<file path="src/rtl/imem_pkg.sv">
// Shared definitions for the instruction-memory loader.
// Optional checksum support is enabled with IMEM_LOADER_CHECKSUM_EN.
package imem_pkg;

    localparam int IMEM_ADDR_W    = 15;
    localparam int IMEM_DATA_W    = 32;
    localparam int BYTES_PER_WORD = 4;

    typedef enum logic [2:0] {
        ST_IDLE,
        ST_LEN_LO,
        ST_LEN_HI,
        ST_DATA,
        ST_WRITE,
        ST_CHECK,
        ST_DONE,
        ST_ERR
    } state_t;

endpackage

</file>
<file path="src/rtl/imem_loader_byte_packer.sv">
// Assembles little-endian stream bytes into instruction words.
// word/word_full describe the word completed by the byte taken this cycle.
module byte_packer
    import imem_pkg::*;
#(
    parameter int DATA_W = IMEM_DATA_W
) (
    input  logic              clk,
    input  logic              rst,
    input  logic              clr,
    input  logic              take,
    input  logic [7:0]        din,
    output logic              word_full,
    output logic [DATA_W-1:0] word
);

    logic [DATA_W-1:0] sr;
    logic [1:0]        idx;

    always_ff @(posedge clk or posedge rst) begin
        if (rst) begin
            sr  <= '0;
            idx <= '0;
        end else if (clr) begin
            sr  <= '0;
            idx <= '0;
        end else if (take) begin
            sr  <= {din, sr[DATA_W-1:8]};
            idx <= idx + 2'd1;
        end
    end

    // Bytes enter at the top lane, so after the fourth byte lane 0 holds byte 0.
    assign word_full = take && (idx == 2'(BYTES_PER_WORD - 1));
    assign word      = {din, sr[DATA_W-1:8]};

endmodule

</file>
<file path="src/rtl/imem_loader.sv">
// Loads a length-prefixed byte stream into the instruction BRAM write port.
// Define IMEM_LOADER_CHECKSUM_EN to require a trailing XOR checksum byte.
module imem_loader
    import imem_pkg::*;
#(
    parameter int ADDR_W    = IMEM_ADDR_W,
    parameter int DATA_W    = IMEM_DATA_W,
    parameter int BASE_ADDR = 0
) (
    input  logic              clk,
    input  logic              rst,
    input  logic              start,
    input  logic [7:0]        in_data,
    input  logic              in_valid,
    output logic              in_ready,
    output logic              mem_we,
    output logic [ADDR_W-1:0] mem_addr,
    output logic [DATA_W-1:0] mem_din,
    output logic              busy,
    output logic              done,
    output logic              err,
    output logic [ADDR_W:0]   word_cnt
);

    localparam logic [63:0]       MAX_WORDS = (64'd1 << ADDR_W) - 64'(BASE_ADDR);
    localparam logic [ADDR_W-1:0] BASE      = ADDR_W'(BASE_ADDR);
    localparam logic [ADDR_W-1:0] ADDR_ONE  = 1;
    localparam logic [ADDR_W:0]   CNT_ONE   = 1;

`ifdef IMEM_LOADER_CHECKSUM_EN
    localparam state_t ST_FIN = ST_CHECK;
    logic [7:0] csum;
`else
    localparam state_t ST_FIN = ST_DONE;
`endif

    state_t      state, nstate;
    logic [15:0] len;
    logic [15:0] len_in;
    logic        take;
    logic        last_word;
    logic        pk_full;
    logic [DATA_W-1:0] pk_word;

    assign take      = in_valid && in_ready;
    assign len_in    = {in_data, len[7:0]};
    assign last_word = (32'(word_cnt) + 32'd1) == 32'(len);

    byte_packer #(.DATA_W(DATA_W)) u_packer (
        .clk       (clk),
        .rst       (rst),
        .clr       ((state == ST_IDLE) && start),
        .take      (take && (state == ST_DATA)),
        .din       (in_data),
        .word_full (pk_full),
        .word      (pk_word)
    );

    always_ff @(posedge clk or posedge rst) begin
        if (rst) state <= ST_IDLE;
        else     state <= nstate;
    end

    always_comb begin
        nstate = state;
        case (state)
            ST_IDLE:   if (start) nstate = ST_LEN_LO;
            ST_LEN_LO: if (take) nstate = ST_LEN_HI;
            ST_LEN_HI: if (take) begin
                if (len_in == 16'd0)               nstate = ST_FIN;
                else if (64'(len_in) > MAX_WORDS)  nstate = ST_ERR;
                else                               nstate = ST_DATA;
            end
            ST_DATA:   if (pk_full) nstate = ST_WRITE;
            ST_WRITE:  nstate = last_word ? ST_FIN : ST_DATA;
`ifdef IMEM_LOADER_CHECKSUM_EN
            ST_CHECK:  if (take) nstate = (in_data == csum) ? ST_DONE : ST_ERR;
`endif
            ST_DONE:   nstate = ST_IDLE;
            ST_ERR:    nstate = ST_IDLE;
            default:   nstate = ST_IDLE;
        endcase
    end

    always_comb begin
        in_ready = 1'b0;
        mem_we   = 1'b0;
        busy     = 1'b0;
        done     = 1'b0;
        err      = 1'b0;
        case (state)
            ST_LEN_LO, ST_LEN_HI, ST_DATA, ST_CHECK: begin
                in_ready = 1'b1;
                busy     = 1'b1;
            end
            ST_WRITE: begin
                mem_we = 1'b1;
                busy   = 1'b1;
            end
            ST_DONE: done = 1'b1;
            ST_ERR:  err  = 1'b1;
            default: ;
        endcase
    end

    always_ff @(posedge clk or posedge rst) begin
        if (rst) begin
            len      <= '0;
            mem_addr <= BASE;
            mem_din  <= '0;
            word_cnt <= '0;
        end else begin
            if ((state == ST_IDLE) && start) begin
                word_cnt <= '0;
                mem_addr <= BASE;
            end
            if (take && (state == ST_LEN_LO)) len[7:0]  <= in_data;
            if (take && (state == ST_LEN_HI)) len[15:8] <= in_data;
            if (pk_full) mem_din <= pk_word;
            // Address saturates at the top of memory instead of wrapping to 0.
            if (state == ST_WRITE) begin
                word_cnt <= word_cnt + CNT_ONE;
                if (mem_addr != '1) mem_addr <= mem_addr + ADDR_ONE;
            end
        end
    end

`ifdef IMEM_LOADER_CHECKSUM_EN
    always_ff @(posedge clk or posedge rst) begin
        if (rst)                                 csum <= '0;
        else if ((state == ST_IDLE) && start)    csum <= '0;
        else if (take && (state != ST_CHECK))    csum <= csum ^ in_data;
    end
`endif

endmodule

</file>
<file path="config.mk">
export PLATFORM = sky130hd
export DESIGN_NAME = imem_loader
export DESIGN_NICKNAME = d
export VERILOG_FILES = /design/src/rtl/imem_pkg.sv /design/src/rtl/imem_loader_byte_packer.sv /design/src/rtl/imem_loader.sv
export SDC_FILE = /design/constraint.sdc
export NUM_CORES = 1
export LEC_CHECK = 0
export ABC_AREA = 1
export CAP_MARGIN = 20
export CORE_MARGIN = 2
export CORE_UTILIZATION = 54
export CTS_CLUSTER_DIAMETER = 60
export DETAILED_ROUTE_END_ITERATION = 16
export PLACE_DENSITY = 0.88
export SLEW_MARGIN = 20
export SYNTH_ARGS = -nofsm -noshare
export SYNTH_HDL_FRONTEND = slang
export SYNTH_SLANG_ARGS = --single-unit
</file>
<file path="constraint.sdc">
create_clock -name clk -period 4.95 [get_ports clk]
set_clock_uncertainty 0.2 [all_clocks]
set_input_delay 0.99 -clock clk [delete_from_list [all_inputs] [get_ports clk]]
set_output_delay 0.99 -clock clk [all_outputs]
set_load 0.1 [all_outputs]
</file>
==> impl_metrics.env, run 1 <==
export IMPL_status="finished clean"
export IMPL_die_h_microns=101
export IMPL_syn_inst=617
export IMPL_cp_slowest_cell="clkdlybuf4s50_1"
export IMPL_setup_tns_ns=0
export IMPL_hold_buffers=0
export IMPL_power_share_switching_pct=45.8
export IMPL_ys_types=30
export IMPL_clockBufferDepth=2
export IMPL_worst_ep_arrival_time_ns=2.51
export IMPL_maxCapViolations=0
export IMPL_firstDrtPassIters=4
export IMPL_routedWlPerCell_microns=14.7
export IMPL_seq_area_frac_synth_pct=53.0
export IMPL_rsz0062_at_grt="false"
export IMPL_core_area_sq_um=9200
export IMPL_htreeDepth=3
export IMPL_post_route_util_pct=67.1
export IMPL_syn_to_final_growth_pct=21.1
export IMPL_max_stage_delay_ns=1.15
export IMPL_dp_hpwl_mm=8.51
export IMPL_num_fill_cells=722
export IMPL_cts_sinks=108
export IMPL_grt_pass1_wl_mm=19.8
export IMPL_insertion_delay_ns=0.37
export IMPL_crit_required_ns=3.76
export IMPL_power_switching_mw=1.32
export IMPL_drc_errors=0
export IMPL_clock_fmax_mhz=270
export IMPL_antenna_found_initial=0
export IMPL_postSynthRegisterBits=108
export IMPL_numPlacedInstances=792
export IMPL_grt_total_usage_pct=24.5
export IMPL_postCtsSetupBuffers=0
export IMPL_hold_class="reg -> reg"
export IMPL_critPathCaptureType="output port"
export IMPL_holdPathStages=2
export IMPL_relSlewSlack_pct=33.9
export IMPL_crit_fanout=12
export IMPL_diodes=0
export IMPL_slew_viol_final=0
export IMPL_ios=80
export IMPL_grt_remaining_overflow=0
export IMPL_portBuffers=79
export IMPL_drive_gt1_share_pct=6.30
export IMPL_powerDensity_nw_per_um2=468
export IMPL_die_area_sq_um=10200
export IMPL_p_leak_nw=2.71
export IMPL_mostFrequentLayoutCells="157 x nand2_1, 108 x dfrtp_1, 84 x inv_1"
export IMPL_path_cells="nor2_1 -> inv_1 -> nor2_1 -> buf_4 -> clkdlybuf4s50_1"
export IMPL_final_period_utilization_pct=74.8
export IMPL_synthTopCellsByArea="dfrtp_1 53%, nand2_1 12%, o21ai_0 6.4%"
export IMPL_power_frac_comb_pct=41.0
export IMPL_initial_core_util_pct=55.5
export IMPL_critPathKind="reg -> out"
export IMPL_fin_nets=708
export IMPL_p_int_mw=1.57
export IMPL_numCtsBuffers=9
export IMPL_cts_resized=0
export IMPL_vdd_drop_max_v=0.000330
export IMPL_gp_congestion=0.841
export IMPL_wl_mm=11.9
export IMPL_hold_violations=0
export IMPL_pwr_share_clk_pct=17.5
export IMPL_synthesis_area_sq_um=5100
export IMPL_placementRows=35
export IMPL_routed_via_count=4470
export IMPL_drt_vias_per_instance=5.53
export IMPL_power_frac_seq_pct=41.4
export IMPL_synth_avg_cell_area_sq_um=8.27
export IMPL_yosysTopAreaCell="dfrtp_1"
export IMPL_min_period_ns=3.70
export IMPL_die_w_microns=101
export IMPL_final_common_cell="nand2_1"
export IMPL_cp_common_cell="nor2_1"
export IMPL_clk_pin_slew_ns=0.11
export IMPL_grt_pass1_vias=4223
export IMPL_fin_cells=809
export IMPL_setup_viol=0
export IMPL_cp_start_kind="flop"
export IMPL_cts_tree="done"
export IMPL_ant_nets=0
export IMPL_worst_pin_slew_ns=0.989
export IMPL_synth_top_area_share_pct=53.0
export IMPL_drtIter0Drc=332
export IMPL_synth_warnings=0
export IMPL_reg2reg_depth=5
export IMPL_synth_nets=632
export IMPL_grt_max_degree=66
export IMPL_cts_root_buf="clkbuf_8"
==> worst max-delay path: cells and delay by family, from the launching register on <==
family,cells,cell delay (ns)
buffers and inverters,3,1.43
DFF,1,0.44
and+or+nand+nor,2,0.26
==> through the flow <==
| step | worst slack (ns) | power (mW) | hold slack, ns | cell area (sq um) |
|---|---|---|---|---|
| CTS | 1.26 | 2.89 | 0.301 | 6150 |
| global route | 1.14 | 3.05 | 0.327 | 6170 |
| global placement | 1.60 | 2.34 | 0.276 | 5980 |
| finish | 1.25 | 2.89 | 0.299 | 6170 |
| detailed placement | 1.45 | 2.39 | 0.276 | 5980 |
| floorplan | 0.914 | 2.10 | 0.266 | 5100 |
==> layer usage <==
layer  GRT usage, %  up-vias  share of wire, %
met5              0        -                 0
met3           3.45       16               5.3
met1           33.5     2159                44
met2           39.5      133                49
li1               -     2162                 -
met4           10.5        0               1.6
==> cells in the mapped netlist <==
cell      number
o21ai_2        1
nand3_1       42
nor4_1         5
nor3_2         3
nand4_1       11
o21ai_1        2
o31ai_1        1
o21a_1         2
a21oi_1       13
o22ai_1       32
nor3_1         5
nand2_1      157
dfrtp_1      108
clkbuf_1      13
o21ai_0       65
nand3_2        1
nand2_2        4
buf_2          3
and3_2         1
nor2_4         4
xor2_1         6
or2_2          3
inv_1         85
buf_4          1
xnor3_1        1
nor2_1        35
nor2_2         7
ha_1           3
buf_6          1
nand3b_1       2
==> power groups by stage <==
stage / Clock (mW) / Sequential, mW / Combinational [mW]
2_1_floorplan: 0 / 1.49 / 0.611
3_3_place_gp: 0 / 1.20 / 1.14
3_5_place_dp: 0 / 1.21 / 1.18
4_1_cts: 0.509 / 1.19 / 1.19
5_1_grt: 0.540 / 1.22 / 1.30
6_report: 0.507 / 1.20 / 1.19
==> path summary, 6_finish.rpt <==
kind	slack (ns)	end	start
worst max-delay path	1.25	mem_we	state[0]
worst min-delay path	0.30	mem_din[1]	mem_din[1]
worst max register to register	2.10	u_packer.sr[28]	state[0]
worst min register to register	0.30	mem_din[1]	mem_din[1]
max in group asynchronous	2.94	len[0]	rst
min in group asynchronous	0.78	mem_din[0]	rst
==> sequential cells by signal, summed over array words and instances, names as in the netlist <==
register      cells
len              16
mem_addr         15
mem_din          32
state             3
u_packer.idx      2
u_packer.sr      24
word_cnt         16
==> kinds of logic after synthesis <==
| logic type | count (synthesis) | synth area share [%] |
|---|---|---|
| fa+ha+maj | 3 | 0.736 |
| compound gates | 116 | 12.4 |
| simple gates | 280 | 24.5 |
| flops | 108 | 53.0 |
| xor+xnor | 7 | 1.47 |
| buf+inv | 103 | 7.88 |
==> final cells by class <==
| cell class | instances | area [sq um] | area share, % |
|---|---|---|---|
| inverter | 85 | 322 | 5.21 |
| clock inverter | 5 | 46.3 | 0.750 |
| multi-input combinational | 406 | 2000 | 32.4 |
| timing repair buffer | 83 | 833 | 13.5 |
| sequential | 108 | 2700 | 43.8 |
| clock buffer | 11 | 131 | 2.13 |
| tap | 111 | 139 | 2.25 |
Power figures use the tool's default switching activity.
==> run 2, diff against run 1 <==
--- a/config.mk
+++ b/config.mk
@@ -8,10 +8,10 @@
 export ABC_AREA = 1
 export CAP_MARGIN = 20
 export CORE_MARGIN = 2
-export CORE_UTILIZATION = 54
+export CORE_UTILIZATION = 49
 export CTS_CLUSTER_DIAMETER = 60
 export DETAILED_ROUTE_END_ITERATION = 16
-export PLACE_DENSITY = 0.88
+export PLACE_DENSITY = 0.85
 export SLEW_MARGIN = 20
 export SYNTH_ARGS = -nofsm -noshare
 export SYNTH_HDL_FRONTEND = slang
==> constraint.sdc (replaced) <==
create_clock -name clk -period 3 [get_ports clk]
set_clock_uncertainty 0.2 [all_clocks]
set_input_delay 0.6 -clock clk [delete_from_list [all_inputs] [get_ports clk]]
set_output_delay 0.6 -clock clk [all_outputs]
set_load 0.1 [all_outputs]
==> run 2 against run 1 <==
Net effect:
- critical path depth unchanged
- power is 69% higher
- clock power up 88%
- sequential share of layout area up 0.49 points
- die area is 9.8% higher
- sequential cell count is the same
- register-to-register slack lost 1.5 ns
- setup slack worse by 0.66 ns
- combinational power up 63%
- global-route usage down 2.3 points
- first-iteration DRC count is 12% higher
- largest cell class unchanged
==> impl_metrics.env, run 2 (synthesis results as in run 1) <==
export IMPL_die_h_microns=106
export IMPL_relSlewSlack_pct=62.1
export IMPL_hold_class="reg -> reg"
export IMPL_drive_gt1_share_pct=16.6
export IMPL_die_area_sq_um=11200
export IMPL_cp_common_cell="nor2_1"
export IMPL_worst_pin_slew_ns=0.568
export IMPL_numCtsBuffers=9
export IMPL_largest_reg_flops=32
export IMPL_grt_remaining_overflow=0
export IMPL_routed_via_count=4503
export IMPL_clock_fmax_mhz=415
export IMPL_insertion_delay_ns=0.36
export IMPL_syn_to_final_growth_pct=19.7
export IMPL_cts_tree="done"
export IMPL_cts_root_buf="clkbuf_8"
export IMPL_gp_congestion=0.869
export IMPL_powerDensity_nw_per_um2=800
export IMPL_hold_buffers=0
export IMPL_final_period_utilization_pct=80.3
export IMPL_clockBufferDepth=2
export IMPL_rsz0062_at_grt="false"
export IMPL_antenna_found_initial=0
export IMPL_dp_slack_ns=0.621
export IMPL_drc_errors=0
export IMPL_min_period_ns=2.41
export IMPL_maxCapViolations=0
export IMPL_grt_pass1_wl_mm=20.1
export IMPL_ios=80
export IMPL_holdWs_ns=0.304
export IMPL_hold_violations=0
export IMPL_mostFrequentLayoutCells="157 x nand2_1, 108 x dfrtp_1, 84 x inv_1"
export IMPL_critPathKind="reg -> out"
export IMPL_status="finished clean"
export IMPL_grt_pass1_vias=4245
export IMPL_path_cells="nor2_1 -> inv_1 -> nor2_1 -> buf_4 -> buf_12"
export IMPL_power_mw=4.89
export IMPL_drt_vias_per_instance=5.39
export IMPL_critPathCaptureType="output port"
export IMPL_diodes=0
export IMPL_cp_slowest_cell="dfrtp_1"
export IMPL_final_common_cell="nand2_1"
export IMPL_num_fill_cells=871
export IMPL_crit_required_ns=2.20
export IMPL_wl_mm=12.2
export IMPL_clk_pin_slew_ns=0.10
export IMPL_firstDrtPassIters=5
export IMPL_final_cell_area_sq_um=6110
export IMPL_grt_max_degree=109
export IMPL_cts_resized=0
export IMPL_setup_tns_ns=0
export IMPL_top_regs="mem_din (32), u_packer.sr (24)"
export IMPL_postCtsSetupBuffers=0
export IMPL_setup_viol=0
export IMPL_max_stage_delay_ns=0.45
export IMPL_grt_total_usage_pct=22.1
export IMPL_regMostFlops="mem_din"
export IMPL_crit_fanout=11
export IMPL_initial_core_util_pct=49.8
export IMPL_slew_viol_final=0
export IMPL_worst_ep_arrival_time_ns=1.61
export IMPL_placementRows=37
export IMPL_core_area_sq_um=10200
export IMPL_drtIter0Drc=373
export IMPL_vdd_drop_max_v=0.000402
export IMPL_dp_hpwl_mm=8.70
export IMPL_portBuffers=79
export IMPL_cts_sinks=108
export IMPL_fin_nets=710
export IMPL_p_leak_nw=2.88
export IMPL_htreeDepth=3
export IMPL_placed_area_sq_um=5890
export IMPL_cp_start_kind="flop"
export IMPL_setup_ws_ns=0.592
export IMPL_die_w_microns=106
export IMPL_routedWlPerCell_microns=14.6
export IMPL_ant_nets=0
[run 2: power breakdown]
group / leakage (nW) / switching (mW) / internal [mW]
sequential: 1.47 / 0.236 / 1.75
combinational: 1.30 / 1.44 / 0.503
clock: 0.106 / 0.511 / 0.444
[run 2: area by class of cell]
class | instances | area [sq um] | share of cell area (%)
Clock buffer | 11 | 151 | 2.48
Clock inverter | 5 | 67.6 | 1.11
Inverter | 85 | 323 | 5.29
Multi-Input combinational cell | 406 | 2000 | 32.8
Sequential cell | 108 | 2700 | 44.3
Tap cell | 136 | 170 | 2.79
Timing Repair Buffer | 85 | 691 | 11.3
[run 2: worst paths after layout]
check | endpoint | cells after the start | start | slack [ns]
max reg2reg | mem_addr[4] | 10 | mem_addr[0] | 0.62
min reg2reg | mem_din[1] | 2 | mem_din[1] | 0.30
max | mem_we | 5 | state[0] | 0.59
max in group asynchronous | mem_addr[13] | 3 | rst | 1.63
min | mem_din[1] | 2 | mem_din[1] | 0.30
min in group asynchronous | mem_din[25] | 3 | rst | 0.53
[run 2: layer usage]
| metal | global-route usage (%) | wire [microns] | vias to the layer above | share of wire (%) |
|---|---|---|---|---|
| li1 | - | - | 2167 | - |
| met1 | 30.1 | 5290 | 2153 | 43 |
| met2 | 36.0 | 5970 | 169 | 49 |
| met3 | 3.86 | 794 | 14 | 6.5 |
| met4 | 7.80 | 171 | 0 | 1.4 |
| met5 | 0 | 0 | - | 0 |
[run 2: per-stage QoR]
step	instances	utilization, %
2_1_floorplan	617	-
3_3_place_gp	820	57.5
3_5_place_dp	820	57.5
4_1_cts	836	59.7
5_1_grt	836	59.7
6_report	836	59.7
[run 2: critical path, delay by kind of cell, from the launching register on]
kind                   cells  cell delay [ns]
buffers and inverters      3             0.51
flip-flops                 1             0.45
AND/OR/NAND/NOR            2             0.29
